File: config.mk
export PLATFORM = sky130hd
export DESIGN_NAME = serial_shifter
export DESIGN_NICKNAME = d
export VERILOG_FILES = /design/src/rtl/serial_shifter_pkg.sv /design/src/rtl/serial_shifter_shift_step.sv /design/src/rtl/serial_shifter.sv
export SDC_FILE = /design/constraint.sdc
export NUM_CORES = 1
export LEC_CHECK = 0
export ABC_AREA = 1
export BUFFER_PORTS_ARGS = -buffer_cell sky130_fd_sc_hd__buf_4
export CAP_MARGIN = 20
export CORE_UTILIZATION = 28
export CTS_CLUSTER_DIAMETER = 150
export DETAILED_ROUTE_END_ITERATION = 7
export SLEW_MARGIN = 20
export SYNTH_ARGS = -nofsm -noshare
export SYNTH_HDL_FRONTEND = slang
export SYNTH_HIERARCHICAL = 1
export SYNTH_SLANG_ARGS = --single-unit
File: constraint.sdc
create_clock -name clk -period 1.6 [get_ports clk]
set_input_delay 0 -clock clk [delete_from_list [all_inputs] [get_ports clk]]
set_output_delay 0 -clock clk [all_outputs]
set_load 0.02 [all_outputs]
File: src/rtl/serial_shifter_pkg.sv
// Shared types and constants for the multi-cycle serial shifter.
package serial_shifter_pkg;

   localparam int unsigned DEFAULT_DATA_WIDTH = 32;

   typedef enum logic [1:0] {
      SHIFT_SLL  = 2'b00,
      SHIFT_ROTR = 2'b01,
      SHIFT_SRL  = 2'b10,
      SHIFT_SRA  = 2'b11
   } shiftop_e;

   typedef enum logic [1:0] {
      IDLE  = 2'b00,
      SHIFT = 2'b01,
      DONE  = 2'b10
   } state_e;

endpackage

File: src/rtl/serial_shifter_shift_step.sv
// One-position shift step for the serial shifter; rotate path exists only when
// ROTATE_EN is defined, otherwise the rotate opcode produces zero.
module shift_step
   import serial_shifter_pkg::*;
#(
   parameter int unsigned DATA_WIDTH = DEFAULT_DATA_WIDTH
) (
   input  logic [DATA_WIDTH-1:0] data_i,
   input  shiftop_e              op_i,
   output logic [DATA_WIDTH-1:0] data_c
);

   always_comb begin
      data_c = '0;
      case (op_i)
         SHIFT_SLL:  data_c = {data_i[DATA_WIDTH-2:0], 1'b0};
         SHIFT_SRL:  data_c = {1'b0, data_i[DATA_WIDTH-1:1]};
         SHIFT_SRA:  data_c = {data_i[DATA_WIDTH-1], data_i[DATA_WIDTH-1:1]};
`ifdef ROTATE_EN
         SHIFT_ROTR: data_c = {data_i[0], data_i[DATA_WIDTH-1:1]};
`else
         SHIFT_ROTR: data_c = '0;
`endif
         default:    data_c = '0;
      endcase
   end

endmodule

File: src/rtl/serial_shifter.sv
// Sequential shift unit: accept operand/amount/opcode, shift one bit per clock,
// return the result over valid/ready. Define ROTATE_EN to enable opcode 01 (ROTR).
module serial_shifter
   import serial_shifter_pkg::*;
#(
   parameter int unsigned DATA_WIDTH = DEFAULT_DATA_WIDTH
) (
   input  logic                  clk,
   input  logic                  resetn,
   input  logic                  in_valid,
   output logic                  in_ready,
   input  logic [DATA_WIDTH-1:0] A,
   input  logic [DATA_WIDTH-1:0] B,
   input  logic [1:0]            Shiftop,
   output logic                  out_valid,
   input  logic                  out_ready,
   output logic [DATA_WIDTH-1:0] Result
);

   localparam int unsigned CW = $clog2(DATA_WIDTH);

   state_e                state_q, state_d;
   logic [DATA_WIDTH-1:0] data_q, data_d;
   logic [CW-1:0]         count_q, count_d;
   shiftop_e              op_q, op_d;
   logic                  in_ready_q, in_ready_d;
   logic                  out_valid_q, out_valid_d;
   logic [DATA_WIDTH-1:0] step_c;

   shift_step #(.DATA_WIDTH(DATA_WIDTH)) u_step (
      .data_i (data_q),
      .op_i   (op_q),
      .data_c (step_c)
   );

   // Next-state, datapath and registered-handshake decode.
   always_comb begin
      state_d = state_q;
      data_d  = data_q;
      count_d = count_q;
      op_d    = op_q;
      case (state_q)
         IDLE: begin
            if (in_valid) begin
               data_d  = A;
               count_d = CW'(B);
               op_d    = shiftop_e'(Shiftop);
`ifndef ROTATE_EN
               if (shiftop_e'(Shiftop) == SHIFT_ROTR) data_d = '0;
`endif
               state_d = (CW'(B) != '0) ? SHIFT : DONE;
            end
         end
         SHIFT: begin
            data_d  = step_c;
            count_d = count_q - CW'(1);
            if (count_q == CW'(1)) state_d = DONE;
         end
         DONE: begin
            if (out_ready) state_d = IDLE;
         end
         default: state_d = IDLE;
      endcase
      in_ready_d  = (state_d == IDLE);
      out_valid_d = (state_d == DONE);
   end

   always_ff @(posedge clk or negedge resetn) begin
      if (!resetn) begin
         state_q     <= IDLE;
         data_q      <= '0;
         count_q     <= '0;
         op_q        <= SHIFT_SLL;
         in_ready_q  <= 1'b1;
         out_valid_q <= 1'b0;
      end else begin
         state_q     <= state_d;
         data_q      <= data_d;
         count_q     <= count_d;
         op_q        <= op_d;
         in_ready_q  <= in_ready_d;
         out_valid_q <= out_valid_d;
      end
   end

   assign in_ready  = in_ready_q;
   assign out_valid = out_valid_q;
   assign Result    = data_q;

endmodule

## After elaboration in Yosys (flattened, before gate mapping)

Cells that the tools add are included.

- Register bits: 43
- Input bits: 70
- Output and inout port bits: 34
- Word-level logic and storage cells: 37

- Add/subtract/negate cells: 1
- Eq/ne operators: 10
- Mux-type cells: 11
- Reduce and logical (&&, ||, !) cells: 8

Operators by type and width:

| cell | number |
|---|---|
| 32-bit one-hot mux with 4 select lines | 1 |
| 32-bit 2-to-1 mux | 2 |
| 32-bit one-hot mux with 2 select lines | 1 |
| 5-bit one-hot mux with 2 select lines | 1 |
| 2-bit equality test (second input constant) | 4 |
| 2-bit 2-to-1 mux | 4 |
| 2-bit by 1-bit equality test with 1-bit output (second input constant) | 3 |
| 2-bit logical NOT | 3 |
| 2-bit one-hot mux with 3 select lines | 1 |
| 5-bit by 1-bit equality test with 1-bit output (second input constant) | 1 |
| 5-bit 2-to-1 mux | 1 |
| 5-bit nonzero test | 1 |
| 5-bit by 1-bit subtractor with 5-bit output (second input constant) | 1 |
| 2-bit inequality test (second input constant) | 2 |
| 2-bit AND reduction | 2 |
| 3-bit AND reduction | 1 |
| 2-bit nonzero test | 1 |

## Depth between registers and ports, before layout

Gate-level depths: netlist of the first run.

- Word-level depth: 5
- Mapped depth: 9
- Mapped depth without buffers: 9

## Hierarchy

The synthesis of the first run kept the hierarchy.

Modules (own cells, without submodules):

| module | instances | cells each | area an instance (um^2) | sequential area each (um^2) |
|---|---|---|---|---|
| serial_shifter | 1 | 262 | 2,118.3 | 1,077.3 |
| shift_step | 1 | 103 | 437.9 | 0.0 |

## Worst setup path after synthesis of the first run

No wires, ideal clock.

- Path kind: register to register
- From: register state_q[1]
- To: register data_q[10], in the netlist Result[10]
- Library setup time: 0.122 ns
- Data arrival time: 0.991 ns
- Data required time: 1.478 ns
- Setup slack: 0.487 ns
- Stages on the path, launching flop included: 7
- Path buffers: 2
- Clock period less this slack: 1.113 ns
- Cell sequence: dfrtp_1 > inv_2 > nand2_2 > buf_6 > buf_2 > o21ai_0 > o21ai_1

- Longest elaborated chain between the ends: 3
- Elaborated cells between the ends (all ways): 6
- Those cells by class: eq/ne (2); mux (1); reduce/logical (3)

RTL lines:

| what | RTL line | text |
|---|---|---|
| from (decl) | serial_shifter.sv:22 | `state_e state_q, state_d;` |
| from (signal assigned) | serial_shifter.sv:77 | `state_q <= state_d;` |
| 2-bit by 1-bit equality test with 1-bit output / 2-bit logical NOT (equally long branches) | serial_shifter.sv:42 | `case (state_q)` |
| 2-bit nonzero test (no line) / 2-bit inequality test (equally long branches) | n/a |  |
| 2-bit AND reduction (no line) | n/a |  |
| to (signal assigned) | serial_shifter.sv:78 | `data_q <= data_d;` |
| to (decl) | serial_shifter.sv:23 | `logic [DATA_WIDTH-1:0] data_q, data_d;` |

Several ways; a longest one is shown, not always the timed one.
A chain may end at the register's enable or synchronous reset.

## Final worst setup path of the first run

- From: register state_q[1]
- To: register data_q[22], in the netlist Result[22]

Same word-level chain as after synthesis.

==> flow_summary.ini, run 1 <==
[status]
status = finished clean

[synth]
synthSimpleGateAreaFrac_pct = 27.80
yosysTopAreaCell = dfrtp_1
synth_xor_area_share_pct = 0.3426
synth_top_family_by_area = simple AND/OR/NAND/NOR gates
post_synth_num_cell_types = 20
ys.warnings.count = 6
yosysSeqAreaShare_pct = 42.14
syn_avg_cell_area_sq_um = 7.003
synth_area_leaders = dfrtp_1, nand2_1, o21ai_0
synth_fa_ha_area_share_pct = 0.9790
synth_seq_cells = 43
synth_fp_nets = 437
synth_compound_area_share_pct = 20.17
syn_area_sq_mm = 0.002556
synth_mux_area_share_pct = 0
synthesis.instances = 365
synth_top_area_share_pct = 41.12

[drt]
wl_per_cell_microns = 12.48
vias_per_cell = 4.707
drc = 0
drtPass1Iterations = 4
ant_nets = 0
drtIter0Drc = 96
routed_wl_microns = 7101
num_vias = 2678

[power_and_ir_drop]
pwr-share-seq_pct = 32.0
p_switching_w = 0.003494
peakVddDrop_v = 0.0008711
internal_power_w = 0.003548
combPwrFrac_pct = 58.0
switching_share_pct = 49.62
p_clk_share_pct = 10.0
p_leak_nw = 1.765
power_density_mw_per_mm2 = 2001

[grt]
grt_max_degree = 44
grt.total_usage_pct = 15.18
grt.overflow.total = 0
antenna_found_initial = 0
grt_pass1_wl_microns = 11850
grt_pass1_vias = 2438

[clocking]
clk_latency_ps = 300
cts_buffers = 5
cts.sink_count = 43
clk_pin_slew_ps = 90
cts_root_buf = clkbuf_8
cts_setup_buffers = 0
cts_max_level = 2
holdBufCountCts = 28
clk_path_buf_depth = 2
cts_resized = 0
cts_tree = yes

[setup_path]
path_buf_inv = 2
crit_slowest_cell = inv_2
required_ps = 1810
path_delay_family = buffers and inverters
crit_type = register to register
cp.arrival_ps = 1580
slowest_delay_ps = 450
critPathLaunchType = register
end_kind = register
cp_max_fo = 35
crit_chain = inv_2, nand2_2, nand2_2, inv_2, nand2_1, o21ai_1

[sta]
hold_viol = 0
rsz0062_at_grt = false
fin_tns_setup_ps = 0
clock.fmax_mhz = 730.6
fin_crit_sh_pct = 85.55
setup_viol = 0
skew_ps = 13.15
period_needed_ps = 1369
slew_violations = 0
whs_ps = 3.240
maxSlewHeadroom_pct = 60.18
tightest_slew_ps = 596.4

[floorplan]
die_h_microns = 97.55
die_w_microns = 97.55
io_pins = 104
initial_core_util_pct = 29.17
fp.coreArea_sq_mm = 0.008763
die_area_sq_mm = 0.009515
row_count = 34

[finish]
fin_nets = 532
area_growth_pct = 37.64
nFillCells = 944
layout-drive-gt1-share_pct = 21.26
diodes = 0
finish.cell_count_without_fillers = 569
layout_commonest_cell = nand2_1
final_area_sq_mm = 0.003518
layout.cells.most_common_list = nand2_1, buf_4, dfrtp_1

[placed_design]
dpl_cell_area_sq_mm = 0.003153
dp_hpwl_microns = 4671
dp.cells = 533
io_buffers = 76
place.gp.congestion = 0.7335

[flow_run]
cap_violations = 0

[hold_path]
hold_class = input pin to register
registers in the layout (all words and copies together) (netlist names):
name and count:
Result 32, count_q 5, in_ready 1, op_q 2
out_valid 1, state_q 2
worst paths after layout:
kind                                  startpoint                      to  slack, ps  depth (start not counted)
max                         state_q[1]$_DFF_PN0_  Result[22]$_DFFE_PN0P_        230                          6
min                                        A[10]  Result[10]$_DFFE_PN0P_          3                          3
max reg2reg                 state_q[1]$_DFF_PN0_  Result[22]$_DFFE_PN0P_        230                          6
min reg2reg                Result[0]$_DFFE_PN0P_   Result[0]$_DFFE_PN0P_        540                          2
max in group asynchronous                 resetn  Result[16]$_DFFE_PN0P_        960                          2
min in group asynchronous                 resetn    state_q[1]$_DFF_PN0_        230                          2
power groups by stage:
stage	combinational, W	sequential (W)	clock [W]
finish	0.00409	0.00225	0.000705
global route	0.00462	0.00234	0.000779
CTS	0.00415	0.00225	0.000733
detailed placement	0.00408	0.00227	0
global placement	0.00400	0.00227	0
floorplan	0.00247	0.00263	0
cell usage after synthesis:
cell      number
a21oi_1       34
buf_2         12
buf_6          8
clkbuf_1       3
dfrtp_1       42
dfstp_2        1
ha_1           2
inv_1         11
inv_2          2
inv_6          1
nand2_1      154
nand2_2        3
nand3_1        8
nand3b_1       1
nor2_1        11
nor2_8         1
nor3_1         1
o21ai_0       35
o21ai_1       34
xor2_1         1
logic make-up (layout without fill, tap and decap cells):
logic type	count (synthesis)	after routing
AOI/OAI and AO/OA	103	103
adders and majority gates	2	2
and+or+nand+nor	179	179
xor gates and xnor gates	1	1
DFF	43	43
buffers and inverters	37	133
layout make-up:
cell class | count | area, sq um | area share (%)
flip-flops and latches | 43 | 1077 | 30.62
well taps | 108 | 135.1 | 3.841
repair buffers | 111 | 903.4 | 25.68
multi-input cells | 285 | 1260 | 35.81
clock inverters | 2 | 12.51 | 0.3556
clock buffers | 6 | 72.57 | 2.063
inverters | 14 | 57.56 | 1.636
stage by stage:
step	total power [W]	worst slack [ps]	util, %
after floorplan	0.005108	486.7	-
after global placement	0.006268	241.3	35.98
after detailed placement	0.006352	218.2	35.98
after CTS	0.007137	189.1	40.15
after global routing	0.007736	43.72	40.15
final	0.007041	231.2	40.15
tightest hold or removal path: stages:
cell	delay, ps
buf_4	80
a21oi_1	50
o21ai_1	130
routing by layer:
layer / vias up / track usage, % / part of all wire, %
met3: 2 / 3.813 / 5.6
met2: 75 / 24.21 / 46
met5: - / 0 / 0
li1: 1375 / - / -
met1: 1226 / 20.60 / 48
met4: 0 / 3.620 / 0.41
No activity file was read; power rests on OpenSTA's default activity.
==> inputs of run 2 (changes only) <==
ABC_AREA = default   (was 1)
TNS_END_PERCENT = 30   (was default)
clock period = 1.3 ns   (was 1.6 ns; I/O delays follow)
==> run 2 against run 1 <==
The run now ends with negative setup slack left. Core utilization is 4.7 points higher. Setup slack worse by 390 ps. Sequential power is 28% higher. Wire length is 11% higher. Global-route usage is 1.4 points higher. Critical path type unchanged. Hold slack better by 16 ps. Synthesized cell count is 32% lower. Fmax is 6.2% lower. First-iteration DRC count is 14% lower.
==> flow_summary.ini, run 2 <==
[clocking]
clk_path_buf_depth = 2
cts.sink_count = 43
cts_tree = yes
cts_buffers = 5
clk_latency_ps = 300
cts_root_buf = clkbuf_8
clk_pin_slew_ps = 90
cts_max_level = 2

[grt]
grt.total_usage_pct = 16.61
grt.overflow.total = 0
grt_max_degree = 44
grt_pass1_wl_microns = 11830
antenna_found_initial = 0
grt_pass1_vias = 2433

[synth]
synth_ff_type = dfrtp_1
postSynth.asyncResetShare_pct = 100.0
synth_edf_count = 0
synth_area_leaders = dfrtp_1, a2bb2oi_1, a22o_1
syn_area_sq_mm = 0.002499
synth_fp_nets = 320
synth_top_area_share_pct = 42.06
ys.warnings.count = 6
yosysTopAreaCell = dfrtp_1
post_synth_num_cell_types = 43
synth_seq_cells = 43
synth_most_common_cell = dfrtp_1
synthesis.instances = 248
synthTopCellsByCount = dfrtp_1, a21oi_1, nand3_1
syn_avg_cell_area_sq_um = 10.08
yosysSeqAreaShare_pct = 43.11

[sta]
clock.fmax_mhz = 685.6
period_needed_ps = 1459
setup_viol = 13
maxSlewHeadroom_pct = 61.74
fin_crit_sh_pct = 112.2
slew_violations = 0
skew_ps = 11.06
hold_viol = 0
rsz0062_at_grt = true
tightest_slew_ps = 573.9
fin_ws_ps = -158.5

[setup_path]
r2r_end = count_q[4]$_DFFE_PN0P_
cp_max_fo = 2
critPathLaunchType = register
required_ps = 1460
cp.arrival_ps = 1620
reg2reg_from = count_q[1]$_DFFE_PN0P_
crit_type = register to register
rrSetupSlack_ps = -160
rr_worst_depth = 5
end_kind = register

[finish]
diodes = 0
nFillCells = 853
area_growth_pct = 55.93
layout-drive-gt1-share_pct = 38.61
layout_commonest_cell = buf_4
layout.cells.most_common_list = buf_4, dfrtp_1, dlygate4sd3_1
finish.cell_count_without_fillers = 481
largest_reg_flops = 32
fin_nets = 444

[drt]
routed_wl_microns = 7890
drtPass1Iterations = 6
drtIter0Drc = 83
num_vias = 2583
drc = 0
vias_per_cell = 5.370
ant_nets = 0
wl_per_cell_microns = 16.40

[power_and_ir_drop]
p_leak_nw = 1.772
power_w = 0.01003
power_density_mw_per_mm2 = 2574
peakVddDrop_v = 0.0008993

[placed_design]
dp_slack_ps = -99.15
place.gp.congestion = 0.8230
dp_hpwl_microns = 4955
io_buffers = 76
dp.cells = 426

[floorplan]
io_pins = 104
fp.coreArea_sq_mm = 0.008678
row_count = 34
die_area_sq_mm = 0.009306
die_h_microns = 96.47
die_w_microns = 96.47
initial_core_util_pct = 28.79

[status]
violations = negative setup slack
status = complete, but fails checks

[hold_path]
min_to = count_q[1]$_DFFE_PN0P_
hp-start = B[1]
hold_class = input pin to register
hold_depth = 3

[flow_run]
cap_violations = 0
[run 2: cell count changes in the layout (fill, tap and decap cells not counted), moves of 25 or more]
cell       before  now
nand2_1       154    1
o21ai_0        35    1
o21ai_1        34    1
a22o_1          0   30
a2bb2oi_1       0   29
nand3_1         8   33
[run 2: metal layers]
layer	global-route usage (%)	vias up	wire (microns)	part of all wire (%)
met5	0	-	0	0
li1	-	1210	-	-
met1	21.39	1274	3496	44
met4	6.985	0	190	2.4
met2	28.11	84	3912	50
met3	1.878	15	291	3.7
[run 2: critical path, stage by stage, from the launching register on]
cell and delay (ps):
dfrtp_1 390, inv_2 80, ha_4 120, or3b_4 370, a32oi_2 220, o311ai_2 150
[run 2: what timing repair did]
item,CTS,global route
buffers inserted,3,3
gates resized for setup,5,28
cloned,1,2
setup endpoints to repair,39,39
pin swaps,5,9
hold buffers,38,0
hold endpoints to repair,79,0
[run 2: cell families (layout without fill, tap and decap cells)]
family                     count (synthesis)  count (layout)  synth area share (%)
and+or+nand+nor                           59              61                 14.57
DFF                                       43              43                 43.11
adders and majority gates                  2               2                 1.001
AOI/OAI and AO/OA                        112             112                 33.00
muxes                                      2               2                0.9013
buffers and inverters                     30             153                 7.411
[run 2: stage by stage]
step | hold WS [ps] | TNS (ps) | instance area, sq um | utilization (%)
finish | 19.42 | -452.8 | 3896 | 44.90
global route | 22.86 | -2085 | 3896 | 44.90
CTS | 40.11 | -318.4 | 3745 | 43.15
detailed placement | 40.28 | -683.9 | 3233 | 37.25
global placement | 37.45 | -294.2 | 3233 | 37.25
floorplan | -295.6 | -96.53 | 2504 | -
[run 2: layout make-up]
cell class | instances | area, sq um | share of cell area, %
multi-input cells | 177 | 1354 | 34.75
repair buffers | 142 | 1231 | 31.60
flip-flops and latches | 43 | 1081 | 27.75
well taps | 108 | 135.1 | 3.468
clock buffers | 5 | 68.82 | 1.766
clock inverters | 3 | 15.01 | 0.3854
inverters | 3 | 11.26 | 0.2890
[run 2: how the worst max path moves through the flow]
stage,from,endpoint,slack [ps]
final,count_q[1]$_DFFE_PN0P_,count_q[4]$_DFFE_PN0P_,-160
after global routing,count_q[0]$_DFFE_PN0P_,count_q[4]$_DFFE_PN0P_,-200
after CTS,count_q[1]$_DFFE_PN0P_,count_q[4]$_DFFE_PN0P_,-120
after detailed placement,count_q[1]$_DFFE_PN0P_,count_q[4]$_DFFE_PN0P_,-100
after global placement,count_q[1]$_DFFE_PN0P_,count_q[4]$_DFFE_PN0P_,-60
after floorplan,count_q[0]$_DFFE_PN0P_,count_q[4]$_DFFE_PN0P_,-100
[run 2: report_power, final]
group | switching, W | internal, W
combinational | 0.00305 | 0.00324
clock | 0.000487 | 0.000369
sequential | 0.000859 | 0.00202
total | 0.00440 | 0.00563
